==> config.mk <==
export PLATFORM = sky130hd
export DESIGN_NAME = run_decoder
export DESIGN_NICKNAME = d
export VERILOG_FILES = /design/src/rtl/run_decoder.sv
export SDC_FILE = /design/constraint.sdc
export NUM_CORES = 1
export LEC_CHECK = 0
export BUFFER_PORTS_ARGS = -buffer_cell sky130_fd_sc_hd__buf_4
export CAP_MARGIN = 40
export CORE_ASPECT_RATIO = 0.8
export CORE_MARGIN = 3
export CORE_UTILIZATION = 51
export DETAILED_ROUTE_END_ITERATION = 12
export GPL_ROUTABILITY_DRIVEN = 0
export GPL_TIMING_DRIVEN = 0
export PLACE_DENSITY = 0.75
export SYNTH_ARGS = -nofsm -noshare
export SYNTH_HDL_FRONTEND = slang
export SYNTH_SLANG_ARGS = --single-unit
==> constraint.sdc <==
create_clock -name clk -period 3.25 [get_ports clk]
set_input_delay 0.1625 -clock clk [delete_from_list [all_inputs] [get_ports clk]]
set_output_delay 0.1625 -clock clk [all_outputs]
set_load 0.01 [all_outputs]
==> src/rtl/run_decoder.sv <==
// run_decoder: rebuilds one block of 64 zigzag-ordered quantized coefficients
// from a DC difference followed by AC (run, size, value) / ZRL / EOB symbols.
// One coefficient leaves per output handshake through a single output register.
module run_decoder #(
   parameter int W_AC   = 10,
   parameter int W_COEF = 11,
   parameter int NCOEF  = 64
) (
   input  logic              clk,
   input  logic              rst,
   input  logic [W_AC-1:0]   in,
   input  logic [W_COEF-1:0] in_dc,
   input  logic [3:0]        run,
   input  logic [3:0]        size,
   input  logic              dc,
   input  logic              ena_in,
   output logic              rdy_out,
   output logic [W_COEF-1:0] out,
   output logic              ena_out,
   input  logic              rdy_in,
   output logic              done,
   output logic              err
);

   localparam int W_IDX = $clog2(NCOEF);
   localparam int W_Z   = W_IDX + 1;   // zero counter must hold NCOEF itself

   typedef enum logic [1:0] {S_DC, S_AC, S_EMIT} state_t;

   state_t              r_state, w_state_nxt;
   logic [W_IDX-1:0]    r_idx;
   logic [W_COEF-1:0]   r_pred, r_out, r_val;
   logic [W_Z-1:0]      r_zrem;
   logic                r_pend, r_ena_out, r_done, r_err;

   logic                w_slot_free, w_acc, w_emit, w_done, w_err_set, w_pred_upd;
   logic [W_COEF-1:0]   w_coef, w_dc_sum, w_val_src;
   logic [W_Z-1:0]      w_zrem_src, w_zrem_left;
   logic                w_pend_src, w_pend_left, w_ac_emit;

   assign w_slot_free = !r_ena_out || rdy_in;
   // rdy_out is forced low while reset is held so nothing is taken mid-reset
   assign rdy_out     = rst && w_slot_free && (r_state != S_EMIT);
   assign w_acc       = ena_in && rdy_out;
   assign w_dc_sum    = r_pred + in_dc;

   assign out     = r_out;
   assign ena_out = r_ena_out;
   assign done    = r_done;
   assign err     = r_err;

   // Next state plus the coefficient produced this cycle, if any
   always_comb begin
      w_state_nxt = r_state;
      w_emit      = 1'b0;
      w_ac_emit   = 1'b0;
      w_done      = 1'b0;
      w_err_set   = 1'b0;
      w_pred_upd  = 1'b0;
      w_coef      = '0;
      w_zrem_src  = r_zrem;
      w_pend_src  = r_pend;
      w_val_src   = r_val;
      w_zrem_left = r_zrem;
      w_pend_left = r_pend;
      case (r_state)
         S_DC: begin
            if (w_acc) begin
               if (dc) begin
                  w_emit      = 1'b1;
                  w_coef      = w_dc_sum;
                  w_pred_upd  = 1'b1;
                  w_zrem_left = '0;
                  w_pend_left = 1'b0;
                  w_state_nxt = S_AC;
               end else begin
                  w_err_set = 1'b1;
               end
            end
         end
         S_AC: begin
            if (w_acc) begin
               if (dc) begin
                  w_err_set = 1'b1;
               end else begin
                  w_ac_emit = 1'b1;
                  if (size == 4'd0) begin
                     w_pend_src = 1'b0;
                     if (run == 4'd0) begin
                        // EOB: zero-fill to the end of the block
                        w_zrem_src = W_Z'(NCOEF) - {1'b0, r_idx};
                     end else begin
                        // ZRL; any other run with size 0 is malformed but still skips 16
                        w_zrem_src = W_Z'(16);
                        if (run != 4'd15) w_err_set = 1'b1;
                     end
                  end else begin
                     w_zrem_src = W_Z'(run);
                     w_pend_src = 1'b1;
                     w_val_src  = {{(W_COEF-W_AC){in[W_AC-1]}}, in};
                  end
               end
            end
         end
         S_EMIT: begin
            if (w_slot_free) w_ac_emit = 1'b1;
         end
         default: w_state_nxt = S_DC;
      endcase

      if (w_ac_emit) begin
         w_emit = 1'b1;
         if (w_zrem_src != '0) begin
            w_coef      = '0;
            w_zrem_left = w_zrem_src - W_Z'(1);
            w_pend_left = w_pend_src;
         end else begin
            w_coef      = w_val_src;
            w_zrem_left = '0;
            w_pend_left = 1'b0;
         end
         if (r_idx == W_IDX'(NCOEF-1)) begin
            // last slot closes the block; anything still owed is lost
            w_done      = 1'b1;
            w_state_nxt = S_DC;
            if ((w_zrem_left != '0) || w_pend_left) w_err_set = 1'b1;
            w_zrem_left = '0;
            w_pend_left = 1'b0;
         end else if ((w_zrem_left == '0) && !w_pend_left) begin
            w_state_nxt = S_AC;
         end else begin
            w_state_nxt = S_EMIT;
         end
      end
   end

   // State register
   always_ff @(posedge clk or negedge rst) begin
      if (!rst) r_state <= S_DC;
      else      r_state <= w_state_nxt;
   end

   // Datapath: predictor, index, pending work and the output register
   always_ff @(posedge clk or negedge rst) begin
      if (!rst) begin
         r_idx     <= '0;
         r_pred    <= '0;
         r_zrem    <= '0;
         r_pend    <= 1'b0;
         r_val     <= '0;
         r_out     <= '0;
         r_ena_out <= 1'b0;
         r_done    <= 1'b0;
         r_err     <= 1'b0;
      end else begin
         if (w_err_set)  r_err  <= 1'b1;
         if (w_pred_upd) r_pred <= w_dc_sum;
         if (w_emit) begin
            r_out     <= w_coef;
            r_ena_out <= 1'b1;
            r_done    <= w_done;
            r_idx     <= w_done ? '0 : r_idx + W_IDX'(1);
            r_zrem    <= w_zrem_left;
            r_pend    <= w_pend_left;
            r_val     <= w_val_src;
         end else if (w_slot_free) begin
            r_ena_out <= 1'b0;
            r_done    <= 1'b0;
         end
      end
   end

endmodule
After elaboration in Yosys (flattened, before gate mapping)
Cells that the tools add are included.
Word-level totals
  flip-flop bits (word level): 52
  latch bits: 0
  bits in writable memories: 0
  ROM bits: 0
  memories kept: 0
  bits of input ports: 34
  output and inout bits: 15
Operators by class
  $mul: 0
  divide/modulo/power cells: 0
  bitwise operators: 0
  shift-type cells: 0
  mux-type cells: 61
  order comparisons: 0
  reductions and logical operators: 21
  equality and inequality tests: 8
  add/sub/neg operators: 4
Operator list (number)
  $mux 11: 9
  $mux 7: 12
  $mux 1: 31
  $reduce_bool 7->1: 2
  $add 11x11->11: 1
  $mux 2: 5
  $logic_not 4->1: 2
  $reduce_bool 2->1: 4
  $logic_not 7->1: 1
  $sub 7x1->7 const B: 1
  $sub 7x6->7 const A: 1
  $add 6x1->6 const B: 1
  $eq 6x6->1 const B: 1
  $mux 6: 1
  $ne 3x3->1 const B: 2
  $logic_and 1x1->1: 4
  $ne 4x4->1 const B: 1
  $pmux 1 s2: 2
  $pmux 2 s2: 1
  $reduce_and 4->1: 1
  $reduce_and 3->1: 1
  $eq 2x1->1 const B: 1
  $eq 2x2->1 const B: 1
  $logic_not 1->1: 2
  other kinds (5): 6

Longest topological paths before layout
  depth after elaboration: 15
  gate-level depth with buffers: 15
  mapped depth without buffers: 13

Worst setup path before layout
OpenSTA, ideal clock, no wires.
  kind: flip-flop to flip-flop
  start point: register r_state[0]
  end point: register r_zrem[3]
  cell stages (with the launch flop): 13
  setup slack: 413 ps
  library setup time: 122 ps
  period minus slack after synthesis: 2837 ps
  arrival time: 2715 ps
  cells stage by stage: dfrtp_1 -> inv_1 -> ha_1 -> nand2b_2 -> nor3_1 -> mux2i_1 -> ha_1 -> o211ai_1 -> nor2_1 -> and3_1 -> buf_2 -> nor2_2 -> a32o_1
On the way
  cells in the longest elaborated chain, start to end: 10
  elaborated cells between the ends (all ways): 23
  classes of those cells: add/sub (1); eq/ne (3); mux (11); reduce/logical (8)
Ends and longest elaborated chain
  start: declaration: RTL line 30  | state_t r_state, w_state_nxt;
  start signal: assignment: RTL line 140  | else r_state <= w_state_nxt;
  $ne 2x2->1: RTL line 43  | assign rdy_out = rst && w_slot_free && (r_state != S_EMIT);
  $logic_and 1x1->1: RTL line 43
  $logic_and 1x1->1: RTL line 44  | assign w_acc = ena_in && rdy_out;
  $mux 7: RTL line 82  | if (w_acc) begin
  $mux 7: RTL line 66  | case (r_state)
  $sub 7x1->7 / $reduce_bool 7->1 (equally long branches): RTL line 115, 113
  $mux 7: RTL line 113  | if (w_zrem_src != '0) begin
  $mux 7: RTL line 111  | if (w_ac_emit) begin
  $mux 7: RTL line 122  | if (r_idx == W_IDX'(NCOEF-1)) begin
  $mux 7: RTL line 111
  end signal: assignment: RTL line 163  | r_zrem <= w_zrem_left;
  end: declaration: RTL line 33  | logic [W_Z-1:0] r_zrem;
Parallel ways exist; a longest one is shown, timed or not. The select of a mux whose other input is x is not followed.
A chain may end at the register's enable or synchronous reset.

Worst setup path in the final report
  start point: register r_pred[0]
  end point: register r_out[10], in the netlist out[10]
On the way
  cells in the longest elaborated chain, start to end: 5
Ends and longest elaborated chain
  start: declaration: RTL line 32  | logic [W_COEF-1:0] r_pred, r_out, r_val;
  start signal: assignment: RTL line 157  | if (w_pred_upd) r_pred <= w_dc_sum;
  $add 11x11->11: RTL line 45  | assign w_dc_sum = r_pred + in_dc;
  $mux 11: RTL line 69  | if (dc) begin
  $mux 11: RTL line 68  | if (w_acc) begin
  $mux 11: RTL line 66
  $mux 11: RTL line 111
  end signal: assignment: RTL line 159  | r_out <= w_coef;
  end: declaration: RTL line 32
Every way passes these cells.

==> impl_metrics.toml <==
[global_routing]
globalRouteOverflowTotal = 0
gr-usage-all-layers_pct = 22.4
gr-max-usage-layer = "met1"
grt_use_met2_pct = 32.9
maximum_number_of_pins_on_one_net_before_global_route_repair = 53
met3_usage_pct = 3.45
antenna_found_initial = 0
grt.met1_usage_pct = 35.0
global_route_wire_length_before_repair_um = 13300
grt_pass1_vias = 2743

[power_and_ir_drop]
p_int_mw = 1.88
peak_supply_drop_mv = 0.511
switching_power_total_mw = 1.29
total_leakage_power_nw = 1.86
part_of_the_total_power_dissipated_in_sequential_elements_pct = 31.7
combinationalPowerShare_pct = 54.5
power_frac_clock_pct = 13.8
p_per_area_nw_per_um2 = 793
power.switching_fraction_pct = 40.8

[die]
die_h_um = 78.3
floorplan.initialDensity_pct = 54.6
dieWidth_um = 96.3
boundaryPins = 49
die_area_um2 = 7540
core_area_um2 = 6100
floorplan.rows = 25

[detailed_routing]
detailedRoute.firstIterationViolations = 242
avgRoutedWirePerCell_um = 17.0
drt_pass1_iterations = 6
detail-route-antenna-nets = 0
drt_wl_total_um = 8180
via_count = 2896
drt-vias-per-instance = 6.03
post_detailed_route_drc_marker_count = 0

[finish]
final.fill_count = 492
final_nets = 449
n_antenna_cell = 0
fin_util_pct = 65.5
final_layout_size_suffix_gt1_share_pct = 26.1
layout_common_cells = "52 x dfrtp_1, 51 x nand2_1, 51 x buf_4"
most_common_library_cell_in_the_layout_ignoring_fill_and_taps = "dfrtp_1"
area_growth_pct = 20.1

[synthesis]
synth.top_cells.by_area = "dfrtp_1 39%, ha_1 6.0%, nand2_1 5.7%, mux2_2 5.7%, mux2i_1 4.2%"
synth_enable_flop_cells = 0
synth.yosys.seq_area_share_pct = 39.1
syn-num-nets = 388
synthCells = 337
synth_top_cell_by_area = "dfrtp_1"
postSynth.asyncResetShare_pct = 100
synth-seq-cells = 52
synth_flop_cell = "dfrtp_1"
yosys_warnings = 0
post_synth_instance_area_um2 = 3330
yosys.cell_types.count = 68
synth_largest_type_area_fraction_pct = 39.1
post_synth.cell_area_avg_um2 = 9.88

[setup_path]
crit_arrival_ns = 3.29
worst-path-max-fanout = 2
timing.critical_path.from_type = "flop"
worstSetupEndpointType = "flop"
path_class = "flop to flop"
ff2ff_setup_slack_ns = 0.15
worstPathRequired_ns = 3.44

[sta]
worst_pin_slew_ns = 0.857
worst_slew_margin_rel_pct = 42.7
drv_slew = 0
final.min_clock_period_ns = 3.10
fin_worst_skew_ns = 0.00527
setup_viol_count_final = 0
period_share_pct = 95.5
final-hold-violation-count = 0
fmaxAchievable_mhz = 322
setup_ws_ns = 0.147

[clocking]
cts_root_buf = "clkbuf_8"
clk_latency_ns = 0.30
clkSinkCount = 52
clk_transition_reported_paths_ns = 0.09
cts-buffers-inserted = 5
cts.htree.levels = 2
cts_tree = "built"
ctsLongestPathBuffers = 2

[placed_design]
io_buffer_count = 48
detailedPlacementHpwl_um = 6140
place_ws_ns = -0.408

[job]
max-cap-violations = 0

[status]
status = "complete, no violations"

[hold_path]
hold_wc_path_type = "primary input to flop"
[kinds of logic after synthesis]
kind of cell    after synthesis  share of synthesized area (%)
compound gates               81                           19.1
simple gates                118                           17.7
flops                        52                           39.1
xor+xnor                     17                           4.47
mux                          31                           9.96
fa+ha+maj                    17                           6.61
buf+inv                      21                           3.01
[critical path, stage by stage (launching register included)]
cell and delay (ns):
dfrtp_1 0.39, ha_1 0.21, fa_1 0.41, a21o_1 0.17
a21oi_1 0.25, o21bai_1 0.14, a2111oi_0 0.74, o41ai_1 0.23
mux2i_1 0.17, a211o_1 0.29
[power groups by stage]
stage	Clock [mW]	Combinational, mW	Sequential [mW]
finish	0.436	1.73	1.01
global route	0.476	1.91	1.04
CTS	0.446	1.66	1.01
detailed placement	0	1.64	1.02
global placement	0	1.58	1.01
floorplan	0	1.16	1.02
[flip-flops by register name, indices dropped and copies added (netlist names)]
signal / flops
r_pred: 11
err: 1
ena_out: 1
r_pend: 1
out: 11
r_state: 2
r_zrem: 7
r_idx: 6
done: 1
r_val: 11
[repair_timing]
action | CTS | global route
setup endpoints to repair | 17 | 16
hold buffers | 2 | 0
buffers inserted | 0 | 3
resized for setup | 2 | 5
endpoints found under the hold margin | 52 | 0
pin swaps | 0 | 2
[final cells by class]
cell class                      count  area [µm²]  share of cell area [%]
Sequential cell                    52        1300                    32.6
Clock inverter                      2        35.0                   0.876
Tap cell                           81         101                    2.54
Buffer                             13        72.6                    1.82
Multi-Input combinational cell    264        1950                    48.9
Inverter                            8        30.0                   0.751
Timing Repair Buffer               54         430                    10.8
Clock buffer                        6        72.6                    1.82
[metrics by stage]
step                instances  hold slack [ns]  power [mW]  TNS (ns)  cell area [µm²]
finish                    480            0.105        3.17         0             4000
global route              480           0.0979        3.42   -0.0428             4000
CTS                       477            0.103        3.11         0             3960
detailed placement        467            0.252        2.66     -3.62             3800
global placement          466            0.250        2.59     -1.88             3790
floorplan                 337           -0.133        2.18         0             3330
[layer usage]
layer | part of all wire (%) | wire length, µm | vias to the layer above
met2 | 44 | 3580 | 112
met5 | 0 | 0 | -
met4 | 0.78 | 64 | 0
met3 | 6.2 | 508 | 6
li1 | - | - | 1382
met1 | 49 | 4030 | 1396
[cells in the mapped netlist, types with 2 or more instances]
cell / count
mux2_2: 17
and3_1: 3
mux2i_1: 14
nor2_1: 15
a22o_1: 6
clkbuf_1: 6
or4_1: 3
nor4_1: 5
inv_1: 8
nand3_1: 10
a21o_1: 6
o22ai_1: 4
o41ai_1: 4
a31oi_1: 3
ha_1: 16
o21a_1: 2
xor2_1: 6
and2_1: 2
nor3_1: 11
a221o_1: 3
xnor2_1: 11
nand2_1: 51
buf_6: 2
dfrtp_1: 52
buf_2: 5
nand4_1: 5
a21oi_1: 10
o21bai_1: 2
o31ai_1: 6
o21ai_0: 8
o211ai_1: 4
[worst paths after layout]
kind	end	depth (start not counted)	from
worst max-delay path	out[10]	9	r_pred[0]
worst min-delay path	r_val[8]	2	in[8]
worst max register to register	out[10]	9	r_pred[0]
worst min register to register	r_val[9]	2	r_val[9]
max in group asynchronous	err	3	rst
min in group asynchronous	out[10]	3	rst
Note: power is estimated with default switching activity, not from simulation.
